`config.mk`:
```
export PLATFORM = sky130hd
export DESIGN_NAME = si_header_generator_flat
export DESIGN_NICKNAME = d
export VERILOG_FILES = /design/src/rtl/si_link_pkg.sv /design/src/rtl/si_header_generator_if.sv /design/src/rtl/si_header_word_builder.sv /design/src/rtl/si_header_generator.sv /design/src/flat_wrapper.sv
export SDC_FILE = /design/constraint.sdc
export NUM_CORES = 1
export LEC_CHECK = 0
export ABC_AREA = 1
export CELL_PAD_IN_SITES_DETAIL_PLACEMENT = 1
export CELL_PAD_IN_SITES_GLOBAL_PLACEMENT = 2
export CORE_MARGIN = 5
export CORE_UTILIZATION = 20
export CTS_BUF_LIST = sky130_fd_sc_hd__clkbuf_2 sky130_fd_sc_hd__clkbuf_4 sky130_fd_sc_hd__clkbuf_8
export DETAILED_ROUTE_END_ITERATION = 8
export GPL_TIMING_DRIVEN = 0
export PLACE_DENSITY_LB_ADDON = 0.15
export REMOVE_ABC_BUFFERS = 1
export SYNTH_ARGS = -nofsm -noshare
export SYNTH_HDL_FRONTEND = slang
export SYNTH_SLANG_ARGS = --single-unit
```
`constraint.sdc`:
```
create_clock -name clk -period 4.8 [get_ports clk]
set_input_delay 0.72 -clock clk [delete_from_list [all_inputs] [get_ports clk]]
set_output_delay 0.72 -clock clk [all_outputs]
set_load 0.03 [all_outputs]
```
`src/rtl/si_link_pkg.sv`:
```
// Shared SI-TT link definitions: header byte constants and the framing FSM state type.
// Used by both the transmit-side header generator and the receive-side parser.
package si_link_pkg;

   // Multi-byte constants are stored so that their low byte is the first byte on the wire.
   localparam logic [15:0] ETHERTYPE_BYTES = 16'h9B80;
   localparam logic [15:0] MAGIC_SI        = 16'h4953;
   localparam logic [15:0] MAGIC_TT        = 16'h5454;
   localparam logic [7:0]  HDR_VERSION     = 8'h00;
   localparam logic [7:0]  HDR_TYPE        = 8'h00;
   localparam int          HEADER_WORDS    = 2;

   typedef enum logic [1:0] {
      IDLE    = 2'd0,
      HDR0    = 2'd1,
      HDR1    = 2'd2,
      PAYLOAD = 2'd3
   } state_t;

   // Reorders a MAC address so that its most significant byte lands in the lowest byte lane.
   function automatic logic [47:0] mac_to_wire(input logic [47:0] mac);
      logic [47:0] r;
      for (int b = 0; b < 6; b++) begin
         r[8*b +: 8] = mac[8*(5-b) +: 8];
      end
      return r;
   endfunction

endpackage

```
`src/rtl/si_header_generator_if.sv`:
```
// AXI4-Stream bundle used on both sides of the SI-TT header generator.
interface si_header_generator_if #(
   parameter int DATA_WIDTH = 128,
   parameter int KEEP_WIDTH = (DATA_WIDTH + 7) / 8
);
   logic                  tvalid;
   logic                  tready;
   logic [DATA_WIDTH-1:0] tdata;
   logic                  tlast;
   logic [KEEP_WIDTH-1:0] tkeep;

   modport master (output tvalid, tdata, tlast, tkeep, input tready);
   modport slave  (input tvalid, tdata, tlast, tkeep, output tready);
endinterface

```
`src/rtl/si_header_word_builder.sv`:
```
// Combinational builder for the two 128-bit SI-TT header words.
// Word 0 carries the MACs, EtherType and "SI" magic; word 1 the "TT" magic and sequence number.
module si_header_word_builder
   import si_link_pkg::*;
(
   input  logic [47:0]  dst_mac_i,
   input  logic [47:0]  src_mac_i,
   input  logic [31:0]  seq_i,
   input  logic         word_idx_i,
   output logic [127:0] word_o
);

   logic [47:0] dst_wire;
   logic [47:0] src_wire;

   genvar gi;
   generate
      for (gi = 0; gi < 6; gi++) begin : g_mac_bytes
         assign dst_wire[8*gi +: 8] = dst_mac_i[8*(5-gi) +: 8];
         assign src_wire[8*gi +: 8] = src_mac_i[8*(5-gi) +: 8];
      end
   endgenerate

   always_comb begin
      if (!word_idx_i) begin
         word_o = {MAGIC_SI, ETHERTYPE_BYTES, src_wire, dst_wire};
      end else begin
         word_o = {32'h0000_0000, seq_i, 32'h0000_0000, HDR_TYPE, HDR_VERSION, MAGIC_TT};
      end
   end

endmodule

```
`src/rtl/si_header_generator.sv`:
```
// Prepends the 32-byte SI-TT header to each 128-bit AXI4-Stream payload packet and keeps the
// packet sequence number. Define SI_HEADER_GEN_SPLIT_EN to cut packets at MAX_PAYLOAD_WORDS.
module si_header_generator
   import si_link_pkg::*;
#(
   parameter int DATA_WIDTH        = 128,
   parameter int KEEP_WIDTH        = (DATA_WIDTH + 7) / 8,
   parameter int MAX_PAYLOAD_WORDS = 88
) (
   input  logic                 clk,
   input  logic                 rst,
   si_header_generator_if.slave  s_axis,
   si_header_generator_if.master m_axis,
   input  logic [47:0]          dst_mac,
   input  logic [47:0]          src_mac,
   output logic [31:0]          sequence_o
);

   if (DATA_WIDTH != 128) begin : g_bad_data_width
      $error("si_header_generator: DATA_WIDTH must be 128");
   end
   if (KEEP_WIDTH != DATA_WIDTH / 8) begin : g_bad_keep_width
      $error("si_header_generator: KEEP_WIDTH must be DATA_WIDTH/8");
   end
   if (MAX_PAYLOAD_WORDS < 1 || MAX_PAYLOAD_WORDS > 1023) begin : g_bad_max_words
      $error("si_header_generator: MAX_PAYLOAD_WORDS must be in 1..1023");
   end

   state_t       state_q;
   logic [47:0]  dst_q;
   logic [47:0]  src_q;
   logic [31:0]  seq_q;
   logic [31:0]  seq_d;
   logic [127:0] hdr_word;
   logic         split_now;
   logic         beat_done;

`ifdef SI_HEADER_GEN_SPLIT_EN
   logic [9:0]   word_cnt_q;
   assign split_now = (word_cnt_q == 10'(MAX_PAYLOAD_WORDS - 1));
`else
   assign split_now = 1'b0;
`endif

   assign seq_d      = seq_q + 32'd1;
   assign beat_done  = s_axis.tvalid && m_axis.tready;
   assign sequence_o = seq_q;

   si_header_word_builder u_builder (
      .dst_mac_i  (dst_q),
      .src_mac_i  (src_q),
      .seq_i      (seq_q),
      .word_idx_i (state_q == HDR1),
      .word_o     (hdr_word)
   );

   // Header beats come from registered state; payload beats are a zero-latency pass-through.
   always_comb begin
      m_axis.tvalid = 1'b0;
      m_axis.tdata  = hdr_word;
      m_axis.tkeep  = '1;
      m_axis.tlast  = 1'b0;
      s_axis.tready = 1'b0;
      unique case (state_q)
         HDR0, HDR1: m_axis.tvalid = 1'b1;
         PAYLOAD: begin
            m_axis.tvalid = s_axis.tvalid;
            m_axis.tdata  = s_axis.tdata;
            m_axis.tkeep  = s_axis.tkeep;
            m_axis.tlast  = s_axis.tlast | split_now;
            s_axis.tready = m_axis.tready;
         end
         default: ;
      endcase
   end

   always_ff @(posedge clk or posedge rst) begin
      if (rst) begin
         state_q    <= IDLE;
         dst_q      <= '0;
         src_q      <= '0;
         seq_q      <= '0;
`ifdef SI_HEADER_GEN_SPLIT_EN
         word_cnt_q <= '0;
`endif
      end else begin
         unique case (state_q)
            IDLE: begin
               if (s_axis.tvalid) begin
                  dst_q   <= dst_mac;
                  src_q   <= src_mac;
                  state_q <= HDR0;
               end
            end
            HDR0: begin
               if (m_axis.tready) state_q <= HDR1;
            end
            HDR1: begin
               if (m_axis.tready) begin
                  state_q    <= PAYLOAD;
`ifdef SI_HEADER_GEN_SPLIT_EN
                  word_cnt_q <= '0;
`endif
               end
            end
            PAYLOAD: begin
               if (beat_done) begin
                  if (s_axis.tlast) begin
                     seq_q   <= seq_d;
                     state_q <= IDLE;
                  end else if (split_now) begin
                     // Forced cut: next header reuses the MACs latched for this packet.
                     seq_q   <= seq_d;
                     state_q <= HDR0;
                  end
`ifdef SI_HEADER_GEN_SPLIT_EN
                  word_cnt_q <= word_cnt_q + 10'd1;
`endif
               end
            end
            default: state_q <= IDLE;
         endcase
      end
   end

endmodule
```
`src/flat_wrapper.sv`:
```
// flat-port wrapper written by rule: the top's interface ports become plain ports
module si_header_generator_flat import si_link_pkg::*;
#(
   parameter int DATA_WIDTH        = 128,
   parameter int KEEP_WIDTH        = (DATA_WIDTH + 7) / 8,
   parameter int MAX_PAYLOAD_WORDS = 88
)
  (clk, rst, dst_mac, src_mac, sequence_o, s_axis_tvalid, s_axis_tdata, s_axis_tlast, s_axis_tkeep, s_axis_tready, m_axis_tvalid, m_axis_tdata, m_axis_tlast, m_axis_tkeep, m_axis_tready);
  si_header_generator_if #(.DATA_WIDTH(DATA_WIDTH), .KEEP_WIDTH(KEEP_WIDTH)) s_axis_i ();
  si_header_generator_if #(.DATA_WIDTH(DATA_WIDTH), .KEEP_WIDTH(KEEP_WIDTH)) m_axis_i ();
  input  logic clk;
  input  logic rst;
  input  logic [47:0] dst_mac;
  input  logic [47:0] src_mac;
  output logic [31:0] sequence_o;
  input wire logic [$bits(s_axis_i.tvalid)-1:0] s_axis_tvalid;
  input wire logic [$bits(s_axis_i.tdata)-1:0] s_axis_tdata;
  input wire logic [$bits(s_axis_i.tlast)-1:0] s_axis_tlast;
  input wire logic [$bits(s_axis_i.tkeep)-1:0] s_axis_tkeep;
  output wire logic [$bits(s_axis_i.tready)-1:0] s_axis_tready;
  output wire logic [$bits(m_axis_i.tvalid)-1:0] m_axis_tvalid;
  output wire logic [$bits(m_axis_i.tdata)-1:0] m_axis_tdata;
  output wire logic [$bits(m_axis_i.tlast)-1:0] m_axis_tlast;
  output wire logic [$bits(m_axis_i.tkeep)-1:0] m_axis_tkeep;
  input wire logic [$bits(m_axis_i.tready)-1:0] m_axis_tready;
  assign s_axis_i.tvalid = s_axis_tvalid;
  assign s_axis_i.tdata = s_axis_tdata;
  assign s_axis_i.tlast = s_axis_tlast;
  assign s_axis_i.tkeep = s_axis_tkeep;
  assign s_axis_tready = s_axis_i.tready;
  assign m_axis_tvalid = m_axis_i.tvalid;
  assign m_axis_tdata = m_axis_i.tdata;
  assign m_axis_tlast = m_axis_i.tlast;
  assign m_axis_tkeep = m_axis_i.tkeep;
  assign m_axis_i.tready = m_axis_tready;
  si_header_generator #(.DATA_WIDTH(DATA_WIDTH), .KEEP_WIDTH(KEEP_WIDTH), .MAX_PAYLOAD_WORDS(MAX_PAYLOAD_WORDS)) u_core (.clk(clk), .rst(rst), .s_axis(s_axis_i), .m_axis(m_axis_i), .dst_mac(dst_mac), .src_mac(src_mac), .sequence_o(sequence_o));
endmodule
```
# Word level (Yosys, flattened, before mapping)
# Index checks and enable logic that the tools add are counted.
# W data, S select, Z words.
# word_totals
ff_bits	130
latchBits	0
ramBits	0
rom_bits	0
out_inout_bits	179
elab_cells	31
memories	0
# classes
add_sub_neg	1
multipliers	0
n_div	0
n_lt_le_gt_ge	0
n_eq_ne	8
shift	0
mux	12
bitwise	0
reduce_logical	6
# op_table
cell	n
$mux W128	1
$mux W127	1
$add A32 B1 Y32 const B	1
$mux W16	1
$mux W2	5
$ne A2 B2 Y1 const B	4
$pmux W2 S4	1
$reduce_and A5 Y1	1
$eq A2 B2 Y1 const B	2
$reduce_and A3 Y1	1
$eq A2 B1 Y1 const B	1
$logic_not A2 Y1	1
$mux W1	2
$ne A2 B1 Y1 const B	1
$pmux W1 S2	1
$reduce_and A2 Y1	1
$reduce_or A2 Y1	1
$logic_and A1 B1 Y1	1

# Logic depth before layout (Yosys ltp)
# Gate-level depths: netlist of the first run.
# depth
depth_word	3
mapped_depth	10
ltp_nobuf	9

# Hierarchy
# Synthesis of the first run repeated with hierarchy kept, for this count alone.
# hier_totals
hier_cells	886
area_unflattened_um2	8345.5
# modules_own_cells
mod	n_inst	cells_each	area_each_um2
si_header_generator	1	621	7156.9
si_header_word_builder	1	265	1188.6

# Worst setup path after synthesis of the first run
# No wires, ideal clock.
# synth_timing
kind	register -> output
start	reg u_core.state_q[0]
end	out m_axis_tdata[57]
arrival_time_ps	1930
required_time_ps	4080
path_slack_ps	2150
stages_incl_launch_ff	8
n_path_buf	2
path_cell_list	dfrtp_1 -> inv_1 -> ha_1 -> buf_2 -> nor2_4 -> inv_1 -> clkbuf_1 -> o21ai_0
# synth_between
elab_chain_len	3
# synth_lines
element	line	source
start: declaration	si_header_generator.sv:29	state_t state_q;
start signal: assignment	si_header_generator.sv:79	state_q <= IDLE;
start signal: assignment	si_header_generator.sv:92	state_q <= HDR0;
start signal: assignment	si_header_generator.sv:96	if (m_axis.tready) state_q <= HDR1;
$eq A2 B2 Y1	si_header_generator.sv:53	.word_idx_i (state_q == HDR1),
$mux W127	si_header_word_builder.sv:25	if (!word_idx_i) begin
$mux W128 (*)	si_header_generator.sv:64	unique case (state_q)
end: declaration	flat_wrapper.sv:22	output wire logic [$bits(m_axis_i.tdata)-1:0] m_axis_tdata;
# Mark *: on every way between the ends. The rest lies on a longest branch, timed or not.

# Worst setup path in the final report of the first run
# layout_timing
start	reg u_core.state_q[0]
end	out m_axis_tdata[104]
# The elaborated chain is that of the path after synthesis.

==> results by stage, run 1 <==
Drt:
- The total wire length after detailed routing is 34930 um.
- After detailed routing, the number of vias per cell comes to 4.352.
- In this run, the number of DRC markers left after iteration 0 of detailed routing was 344.
- In the routed design, unresolved DRC markers number 0.
- The vias after detailed routing is just under 8000.
- The detail route stage leaves a number of antenna-violating nets equal to 0.
- In the final routed layout, each cell accounts on average for 19.57 um.
- The first TritonRoute pass finished after 4 iterations.

Critical path:
- The largest driver fanout on the critical path is 27.
- STA classifies the critical path endpoint as an output pin.
- The worst setup path is launched from a flop.
- The data required time at the worst endpoint is between 4 and 5 ns.
- The data arrival time at the worst-slack endpoint is 3.58 ns.
- By startpoint and endpoint, the worst setup path is classified as flop to output pin.
- The setup slack of the worst register-to-register path is between 2 and 2.5 ns.

Timing:
- On the final layout, the worst clock skew is 0.01887 ns.
- After layout, the worst path uses 89.64% of the clock period.
- The worst hold slack across all endpoints is 0.5063 ns.
- For the pin with the worst max-slew slack, the measured transition is 1.158 ns.
- The count of endpoints failing hold in the final timing report is 0.
- Setup violations remaining at the end of the flow were counted as 0.
- The max-slew violation total from the final report was 0.
- Setup repair after global routing left no endpoint under its margin.
- The total negative setup slack is 0 ns.
- Timing would allow up to around 230 MHz.
- Headroom to the max-slew limit came out at between 20% and 30%.
- The post-layout minimum cycle time is roughly 4.3 ns.

Power and ir drop:
- The switching power is 4.392 mW.
- The worst voltage drop across the vdd grid is 0.0003205 V.
- The share of total power in the clock network is 11.7%.
- The sequential fraction of design power is 20.1%.
- The overall power is roughly 8.9 mW.
- The total power density per cell area is between 700 and 800 mW/mm^2.
- The switching fraction of total power is 49.14%.
- Cell internal power was estimated by the tool at roughly 4.5 mW.
- The leakage power summed over all cells is 5.407 nW.
- The share of total power dissipated in combinational logic is 68.2%.

Global route:
- The largest net degree at the start of global routing is 75.
- The initial antenna violation count is 3.
- The global-route usage over all layers is 16.99%.
- The via count of the first global-routing pass was slightly above 8000.
- The total grt overflow is 0.
- The first global-routing pass estimated 52920 um of wire.

CTS:
- The worst-case clock buffer depth is 2.
- The TritonCTS clock tree is yes.
- The CTS root buffer is sky130_fd_sc_hd__clkbuf_8.
- The CTS H-tree depth is 4.
- Buffers inserted during clock tree synthesis total 17.
- The clock reaches the later pin of the worst-skew pair after 0.46 ns.
- Buffers inserted to repair hold after CTS numbered 0.
- Clock tree synthesis found a total of 130 sinks.
- After clock tree synthesis, the clock-pin slew on the worst setup and hold paths is around 0.08 ns.

Floorplanning:
- The height of the die is ~200 um.
- The area of the core is 0.03566 sq mm.
- The chip width is approximately 200 um.
- The floorplan step defined a die boundary enclosing around 0.04 sq mm.
- During I/O placement, the number of pins put on the boundary was between 400 and 500.
- The row count is 69.
- Once the floorplan was initialized, standard cells occupied around a fifth of the core.

Synth:
- The fraction of the yosys area taken by sequential cells is between 40% and 50%.
- The cell taking the most area after synthesis is sky130_fd_sc_hd__dfrtp_1.
- Counting flops and latches in the post-synthesis netlist gives 130.
- Ranked by total cell area, the synthesized netlist is headed by sky130_fd_sc_hd__dfrtp_1 45%, sky130_fd_sc_hd__nand2_1 11%, sky130_fd_sc_hd__mux2_2 9.6%, sky130_fd_sc_hd__inv_1 5.3%, sky130_fd_sc_hd__a21oi_1 5.2%.
- The post-synthesis cell count is ~910.
- The count of unique library cells instantiated by Yosys is 25.
- The Yosys step of the flow raised 0 warnings.
- The synthesized design devotes to its leading area cell type 44.83% of total area.
- The synthesized netlist occupies a cell area of approximately 0.0073 sq mm.
- The average cell area after synthesis is around 8 sq um.

Cells and area:
- Registers take 0.003253 sq mm.
- Leaving out fill and tap cells, the most frequent cells in the layout are 423 x sky130_fd_sc_hd__clkdlybuf4s50_1, 214 x sky130_fd_sc_hd__nand2_1, 130 x sky130_fd_sc_hd__dfrtp_1.
- Leaving out fill and tap cells, the most frequent cell in the layout is sky130_fd_sc_hd__clkdlybuf4s50_1.
- Measured on the finished design, the core utilization comes to 35.04%.
- The number of nets in the layout is 1560.
- Cells with a size suffix above 1 make up 10.36% of the layout.
- In the final layout, the multi-input gates occupy between 0.003 and 0.004 sq mm.
- The number of filler instances in the final layout is approximately 4200.
- The area growth from synthesis to layout is 72.15%.

Job:
- The max-capacitance violation count is 0.

Worst hold path:
- The min-delay analysis places its worst path in the category flop to flop.

Placed design:
- Input and output buffers added on the ports amount to 423.
- The HPWL after detailed placement is 26460 um.
- Routability-driven placement finished with a final weighted congestion of 0.7332.

Outcome:
- The flow ran to the end, and the final reports show no timing, DRC or antenna violations.
## stage by stage
stage | std cells | instance area (sq um) | worst slack, ns
2_1_floorplan | 856 | 7038 | -0.6291
3_3_place_gp | 1740 | 11850 | -5.352
3_5_place_dp | 1746 | 12030 | -0.2440
4_1_cts | 1781 | 12480 | 0.0004867
5_1_grt | 1785 | 12490 | 0.1769
6_report | 1785 | 12490 | 0.4974
## registers in the layout, indices dropped and copies added (netlist names)
name,flops
u_core.sequence_o,32
u_core.src_q,48
u_core.dst_q,48
u_core.state_q,2
## cell usage after synthesis (all sizes together)
master	n
buf	28
ha	6
nand3	23
inv	103
clkinv	1
o21ai	68
nand2	216
or2	16
a22o	30
mux2	62
nor2	104
clkbuf	21
a21oi	75
xor2	13
nand4	6
nor3	2
dfrtp	130
o221ai	1
## worst paths after layout
check / start / to / cells after the start
min in group asynchronous: rst / u_core.dst_q[17] / 2
min reg2reg: u_core.src_q[7] / u_core.src_q[7] / 1
max: u_core.state_q[0] / m_axis_tdata[104] / 7
min: u_core.src_q[7] / u_core.src_q[7] / 1
max reg2reg: u_core.state_q[0] / u_core.sequence_o[27] / 9
max in group asynchronous: rst / u_core.src_q[20] / 3
## final cells by class
cell class	instances	area share, %
Timing Repair Buffer	429	35.09
Clock buffer	20	2.153
Sequential cell	130	26.04
Multi-Input combinational cell	624	27.45
Tap cell	461	4.617
Clock inverter	12	1.252
Timing Repair inverter	3	0.1602
Antenna cell	2	0.04006
Inverter	104	3.195
## per-layer routing
metal | track usage [%] | routed length [um]
met1 | 21.18 | 15200
met2 | 29.12 | 17160
met3 | 4.943 | 2047
met4 | 4.007 | 517
met5 | 0 | 7
## critical path: stages (launching register included)
cell and delay [ns]:
sky130_fd_sc_hd__dfrtp_1 0.45, sky130_fd_sc_hd__inv_1 0.12, sky130_fd_sc_hd__ha_2 0.38, sky130_fd_sc_hd__buf_12 0.25, sky130_fd_sc_hd__nor2_4 0.48, sky130_fd_sc_hd__clkinvlp_2 0.57
sky130_fd_sc_hd__nand2_1 0.16, sky130_fd_sc_hd__clkdlybuf4s50_1 0.70
## cells by family (layout without fill, tap and decap cells)
family | after synthesis | count (layout) | synth area share, %
AO/OA/AOI/OAI | 174 | 174 | 13.60
XOR/XNOR | 13 | 13 | 1.569
adder cells (fa/ha/maj) | 6 | 6 | 1.034
buffers and inverters | 153 | 568 | 8.396
flip-flops | 130 | 130 | 44.83
multiplexers | 62 | 62 | 9.621
other | 0 | 2 | 0
AND/OR/NAND/NOR | 367 | 369 | 20.95
## power by group through the flow
stage | logic, mW | clock network (mW) | registers [mW]
after floorplan | 3.45 | 0 | 1.80
after global placement | 6.19 | 0 | 1.80
after detailed placement | 6.13 | 0 | 1.82
after CTS | 6.20 | 1.10 | 1.80
after global routing | 6.53 | 1.15 | 1.85
final | 6.10 | 1.05 | 1.79
## timing repair
action,in CTS,in global routing
setup endpoints to repair,41,29
buffers inserted,0,0
gates resized for setup,3,0
pin swaps,1,1
cloned,3,2
(Power assumes the default switching activity.)
==> run 2: changes to the inputs <==
--- a/config.mk
+++ b/config.mk
@@ -13,6 +13,7 @@
 export CTS_BUF_LIST = sky130_fd_sc_hd__clkbuf_2 sky130_fd_sc_hd__clkbuf_4 sky130_fd_sc_hd__clkbuf_8
 export DETAILED_ROUTE_END_ITERATION = 8
 export GPL_TIMING_DRIVEN = 0
+export MAX_ROUTING_LAYER = met4
 export PLACE_DENSITY_LB_ADDON = 0.15
 export REMOVE_ABC_BUFFERS = 1
 export SYNTH_ARGS = -nofsm -noshare
==> run 2 against run 1 <==
  * Clock-buffer cell count unchanged
  * Via count decreased by 0.35%
  * Total power about the same
  * Die area unchanged
  * Non-clock buffer count unchanged
  * Fmax increased by 0.13%
  * Wire length about the same
  * Design area about the same
  * Sequential share of layout area about the same
  * Clock power about the same
  * Register-to-register slack about the same
  * First-iteration DRC count increased by 1.5%
  * Critical path type unchanged
  * Critical endpoint is now m_axis_tdata[111]
  * Largest cell class unchanged
  * Largest power group unchanged
==> results by stage, run 2 (synthesis gave the netlist of run 1 again) <==
Global route:
- The total grt overflow is 0.
- The initial antenna violation count was 3.
- The via count of the first global-routing pass is between 8000 and 9000.
- The first global-routing pass estimated between 50000 and 60000 um of wire.
- The largest net degree at the start of global routing is 75.
- The global-route usage over all layers is 17.49%.

CTS:
- The CTS H-tree depth is 4.
- Clock-pin slew was measured on the worst setup and hold paths at 0.08 ns.
- The tree built by TritonCTS fans out to 130 sinks.
- The clock passes through at most 2 buffers.
- The total CTS buffers is 17.
- The clock latency at the later pin of the worst-skew pair is 0.46 ns.
- The TritonCTS clock tree is yes.
- The count of buffers added by post-CTS timing repair for setup is 0.
- The CTS root buffer is sky130_fd_sc_hd__clkbuf_8.

Placed design:
- Timing analysis after detailed placement gives a worst setup slack of -0.2440 ns.
- The count of buffers inserted at the top-level ports is 423.
- The weighted congestion reported at the end of routability-driven placement is 0.7422.
- The total instance count after detailed placement is 1746.
- The wire-length estimate of the detail-placed layout is about 26000 um.

Floorplanning:
- The row count is a little under 70.
- The die is 200.5 um wide.
- The height of the die is 200.5 um.
- The floorplan step defined a core boundary enclosing 0.03566 sq mm.
- The die covers between 0.04 and 0.05 sq mm.
- The initial core utilization is 20.35%.
- During I/O placement, the number of pins put on the boundary was 424.

Drt:
- The total wire length after detailed routing is 34920 um.
- In this run the remaining antenna-violating nets after routing total 0.
- In the routed layout, each cell is associated on average with a via count of 4.335.
- The number of violations reported at the end of detailed-routing iteration 0 is 349.
- For this run, design rule violations remaining after detail routing come to 0.
- Summing over every cut layer, the via total after detailed routing is ~7700.
- The routed length per placed instance is 19.55 um.
- The first detailed-routing pass took 5 iterations.

Power and ir drop:
- The analysis attributes to cell leakage a power of about 5.4 nW.
- The design draws 8.934 mW.
- Across the VDD grid, the largest voltage drop is around 0.00032 V.
- The total power density per cell area is 715.0 mW/mm^2.

Worst hold path:
- The depth of the worst hold-timing path is 1.
- The tightest min-delay check is of the flop to flop type.

Critical path:
- The endpoint kind of the worst setup timing path is an output pin.
- The largest driver fanout on the critical path is 27.
- Data on the critical path arrives at its endpoint at 3.58 ns.
- The data required time at the worst endpoint is 4.08 ns.
- The startpoint type of the worst setup path is a flop.
- The path type of the worst setup path is flop to output pin.
- The number of cell instances on the worst register-to-register path is 9.

Cells and area:
- The relative area change from synthesis to final layout is 72.19%.
- The finished layout holds around 1800 standard cells, fillers aside.
- The most common cell after layout, fill and taps aside is sky130_fd_sc_hd__clkdlybuf4s50_1.
- The library cells used most frequently in the layout, excluding fill and tap cells, are 423 x sky130_fd_sc_hd__clkdlybuf4s50_1, 214 x sky130_fd_sc_hd__nand2_1, 130 x sky130_fd_sc_hd__dfrtp_1.
- At the end of the flow, the number of nets in the layout was ~1600.
- The share of final-layout standard cells stronger than drive strength 1 is 10.36%.

Job:
- Max-cap violations in this run came to 0.

Timing:
- Once routing completed, OpenROAD measured the worst setup slack at 0.5029 ns.
- Setup repair after global routing left no endpoint under its margin.
- After layout, the worst path uses between 80% and 90% of the clock period.
- The count of endpoints failing hold in the final timing report was 0.
- Clock skew on the completed layout was measured at 0.01945 ns.
- At the pin with the least slew margin, the transition time is 1.150 ns.
- Setup violations remaining at the end of the flow were counted as 0.
- The maximum clock frequency is 232.7 MHz.
- The max-slew violation total from the final report came to 0.
- Subtracting the final worst setup slack from the clock period gives 4.297 ns.
- The headroom to the max-slew limit is 23.27%.

Outcome:
- The flow ran to the end, and the final reports show no timing, DRC or antenna violations.
run 2: cell types whose count changed in the layout (fill, tap and decap cells not counted):
cell | before | now
sky130_fd_sc_hd__diode_2 | 2 | 3
run 2: final cells by class:
type,instances,area (sq um)
diodes,3,7.507
clock buffers,20,269.0
clock inverters,12,156.4
fillers,4223,23160
inverters,104,399.1
multi-input cells,624,3430
flip-flops and latches,130,3253
well taps,461,576.8
repair buffers,429,4384
repair inverters,3,20.02
run 2: what timing repair did:
item | CTS | global route
gates resized for setup | 3 | 0
endpoints found under the setup margin | 41 | 29
endpoints found under the hold margin | 0 | 0
gates cloned | 3 | 2
pin swaps | 1 | 1
hold buffers | 0 | 0
run 2: worst paths after layout:
kind	startpoint	to	slack (ns)
max in group asynchronous	rst	u_core.src_q[23]	3.22
worst max register to register	u_core.state_q[0]	u_core.sequence_o[27]	2.28
worst min register to register	u_core.src_q[7]	u_core.src_q[7]	0.51
worst min-delay path	u_core.src_q[7]	u_core.src_q[7]	0.51
min in group asynchronous	rst	u_core.dst_q[17]	0.76
worst max-delay path	u_core.state_q[0]	m_axis_tdata[111]	0.50
run 2: stage by stage:
stage / setup TNS [ns] / instance area [sq um] / util, % / hold WS [ns]
CTS: 0 / 12480 / 34.99 / 0.5101
detailed placement: -5.669 / 12030 / 33.73 / 0.4911
global route: 0 / 12500 / 35.05 / 0.5211
floorplan: -34.01 / 7038 / - / 0.4743
finish: 0 / 12500 / 35.05 / 0.5064
global placement: -997.41 / 11850 / 33.23 / 0.4827
run 2: layer usage:
metal / vias up / global-route usage, % / wire length, um
li1: 3723 / - / -
met1: 3770 / 21.43 / 15310
met2: 232 / 29.04 / 17200
met3: 17 / 4.717 / 1912
met4: 0 / 3.933 / 497
met5: - / - / 0
run 2: where the power goes:
group | internal [mW] | switching, mW | total [mW]
sequential | 1.54 | 0.249 | 1.79
combinational | 2.45 | 3.64 | 6.10
clock | 0.550 | 0.497 | 1.05
total | 4.55 | 4.39 | 8.93
run 2: worst max-delay path: stages (launching register included):
cell and delay (ns):
sky130_fd_sc_hd__dfrtp_1 0.45, sky130_fd_sc_hd__inv_1 0.12, sky130_fd_sc_hd__ha_2 0.38, sky130_fd_sc_hd__buf_12 0.25
sky130_fd_sc_hd__nor2_4 0.49, sky130_fd_sc_hd__clkinvlp_2 0.56, sky130_fd_sc_hd__nand2_1 0.17, sky130_fd_sc_hd__clkdlybuf4s50_1 0.68
==> run 3: changes to the inputs <==
--- a/config.mk
+++ b/config.mk
@@ -9,8 +9,9 @@
 export CELL_PAD_IN_SITES_DETAIL_PLACEMENT = 1
 export CELL_PAD_IN_SITES_GLOBAL_PLACEMENT = 2
 export CORE_MARGIN = 5
-export CORE_UTILIZATION = 20
+export CORE_UTILIZATION = 22
 export CTS_BUF_LIST = sky130_fd_sc_hd__clkbuf_2 sky130_fd_sc_hd__clkbuf_4 sky130_fd_sc_hd__clkbuf_8
+export CTS_CLUSTER_DIAMETER = 50
 export DETAILED_ROUTE_END_ITERATION = 8
 export GPL_TIMING_DRIVEN = 0
 export MAX_ROUTING_LAYER = met4
==> constraint.sdc (replaced) <==
create_clock -name clk -period 5.35 [get_ports clk]
set_input_delay 0.8025 -clock clk [delete_from_list [all_inputs] [get_ports clk]]
set_output_delay 0.8025 -clock clk [all_outputs]
set_load 0.03 [all_outputs]
==> run 3 against run 2 <==
  * Flip-flop and latch count stayed put
  * Sequential power is 11% lower
  * First-iteration DRC count is 33% lower
  * Critical path type unchanged
  * Register-to-register slack better by 0.59 ns
  * Clock power is 19% lower
  * Global-route usage is 0.56 points higher
  * Via count is 1.7% lower
  * Clock-buffer cell count is 2 lower
  * Combinational power is 11% lower
  * Non-clock buffer count stayed put
  * Sequential share of layout area is 0.18 points higher
  * Total power is 12% lower
==> results by stage, run 3 (synthesis gave the netlist of run 1 again) <==
CTS:
- The H-tree was split into 4 levels.
- The count of buffers added by post-CTS timing repair for setup is 0.
- TritonCTS created 17 clock buffers.
- The cell sitting at the root of the clock tree is a sky130_fd_sc_hd__clkbuf_8.
- The total clock sinks is between 100 and 150.
- The TritonCTS clock tree is yes.
- No sink is reached through more buffers than the 2 on the longest clock path.
- The CTS clock-pin slew for the worst setup and hold paths is 0.09 ns.
- The clock latency at the later pin of the worst-skew pair is about 0.45 ns.
- The hold buffer count at CTS is 0.

Floorplanning:
- The initialized floorplan defines 66 standard-cell rows.
- The floorplan step set the die height to 191.6 um.
- The core region is around 0.033 sq mm.
- For this design the top-level I/O count stands at roughly 420.
- The full die area is between 0.03 and 0.04 sq mm.
- The die is 191.6 um wide.
- The initial core utilization is 22.30%.

Global route:
- The via count of the first global-routing pass came to 8099.
- The wire length of the first global-routing pass is 49340 um.
- For this run, the total global-route usage over all layers was measured as 18.06%.
- The total overflow left after global routing is 0.
- Entering global routing, the biggest net connects 69 pins.
- The initial antenna violation count is 3.

Drt:
- Summed over all nets, wire length on met2 after detailed routing comes to between 15000 and 20000 um.
- Summed over all nets, wire length on met3 after detailed routing comes to 2449 um.
- The top layer reached by signal wires is met4.
- The number of violations reported at the end of detailed-routing iteration 0 is 234.
- The vias after detailed routing is 7614.
- The routed length per placed instance is 18.89 um.
- Dividing the detail-routed via count by the number of cells gives 4.314.
- In this run the remaining antenna-violating nets after routing total 0.
- For this block, wires on met1 add up to 14140 um.
- The pre-antenna-repair detailed-routing pass consisted of 4 iterations.
- In the routed design, unresolved DRC markers number 0.
- The total wire length after detailed routing is about 33000 um.

Placed design:
- During placement, the flow inserted port buffers numbering 423.
- The weighted congestion reported at the end of routability-driven placement is 0.7575.
- The total instance count after detailed placement is 1727.
- Once detailed placement completed, the half-perimeter wirelength came to 25280 um.
- The pre-CTS worst setup slack is around 0.2 ns.

Power and ir drop:
- Summing internal, switching and leakage power gives 7.878 mW.
- In this run the static leakage power is 5.369 nW.
- The worst voltage drop across the vdd grid is between 0.0002 and 0.0003 V.
- The total power density per cell area is 634.7 mW/mm^2.

Critical path:
- The endpoint kind of the worst setup timing path is an output pin.
- The path type of the worst setup path is flop to output pin.
- Along the worst path, the maximum fanout reaches 59.
- The data required time at the worst endpoint is ~4.6 ns.
- STA classifies the critical path startpoint as a flop.
- At the worst endpoint, the arrival time is 3.97 ns.

Cells and area:
- The area of all sequential standard cells is ~0.0033 sq mm.
- The multi-input combinational cells in the finished layout cover a total of roughly 0.0034 sq mm.
- The number of filler instances in the final layout is 3809.
- The post-layout instance count excluding filler cells is 1765.
- Leaving out fill and tap cells, the most frequent cell in the layout is sky130_fd_sc_hd__clkdlybuf4s50_1.
- In the final layout, the share of cells above drive strength 1 is 10.08%.
- After the last flow step, the layout net total stands at 1557.
- Leaving out fill and tap cells, the most frequent cells in the layout are 423 x sky130_fd_sc_hd__clkdlybuf4s50_1, 214 x sky130_fd_sc_hd__nand2_1, 130 x sky130_fd_sc_hd__dfrtp_1.
- The relative area change from synthesis to final layout is 71.03%.

Job:
- The tool flagged a number of max-cap violations equal to 0.

Timing:
- Setup repair after global routing left no endpoint under its margin.
- The tightest hold path in the finished design has a slack of between 0.5 and 0.6 ns.
- The worst pin sits at a relative slew slack of 20.39%.
- The post-layout minimum cycle time is 4.769 ns.
- The worst-margin pin slew is 1.193 ns.
- Derived from the worst setup path, the maximum achievable clock frequency is 209.7 MHz.
- The max-slew violation total from the final report was 0.
- The total setup violations reported at the end of the flow is 0.
- The count of endpoints failing hold in the final timing report came to 0.
- Across the routed clock network, the largest skew measured is 0.01823 ns.
- The post-layout worst setup margin is 0.5807 ns.
- The worst path uses about nine tenths of the clock period.

Outcome:
- The flow ran to the end, and the final reports show no timing, DRC or antenna violations.

Worst hold path:
- The path category of the worst min-delay check is flop to flop.
run 3: timing repair:
item | in CTS | in global routing
endpoints found under the setup margin | 28 | 0
endpoints found under the hold margin | 0 | 0
gates resized for setup | 2 | 0
run 3: critical path, stage by stage (launching register included):
cell,delay (ns)
sky130_fd_sc_hd__dfrtp_1,0.45
sky130_fd_sc_hd__ha_4,0.33
sky130_fd_sc_hd__buf_16,0.26
sky130_fd_sc_hd__nor2_4,0.63
sky130_fd_sc_hd__clkinvlp_4,0.61
sky130_fd_sc_hd__o21ai_0,0.42
sky130_fd_sc_hd__clkdlybuf4s50_1,0.79
run 3: area by class of cell:
cell class,count,share of cell area (%)
inverter,104,3.216
clock buffer,18,1.946
multi-input combinational,623,27.58
clock inverter,14,1.069
antenna,4,0.08065
timing repair inverter,1,0.06048
sequential,130,26.21
timing repair buffer,429,35.38
tap,442,4.456
run 3: final timing paths:
kind                       slack (ns)  cells past startpoint                     to         startpoint
setup / recovery                 0.58                      6       m_axis_tdata[62]  u_core.state_q[1]
hold / removal                   0.51                      1        u_core.src_q[9]    u_core.src_q[9]
setup reg to reg                 2.87                      9  u_core.sequence_o[27]  u_core.state_q[1]
hold reg to reg                  0.51                      1        u_core.src_q[9]    u_core.src_q[9]
max in group asynchronous        3.75                      3   u_core.sequence_o[6]                rst
min in group asynchronous        0.81                      2       u_core.dst_q[27]                rst
run 3: through the flow:
step	util (%)	TNS, ns	instance area [sq um]
final	38.15	0	12410
after detailed placement	36.91	0	12010
after CTS	38.12	0	12400
after global placement	36.34	-758.88	11830
after global routing	38.14	0	12410
after floorplan	-	-2.585	7038
run 3: layer usage:
layer	up-vias	GRT usage, %
li1	3705	-
met1	3633	22.04
met2	254	30.04
met3	22	4.689
met4	0	4.420
met5	-	-
run 3: power breakdown:
group          switching, mW  internal, mW
combinational           3.22          2.20
sequential             0.221          1.38
clock                  0.473         0.378
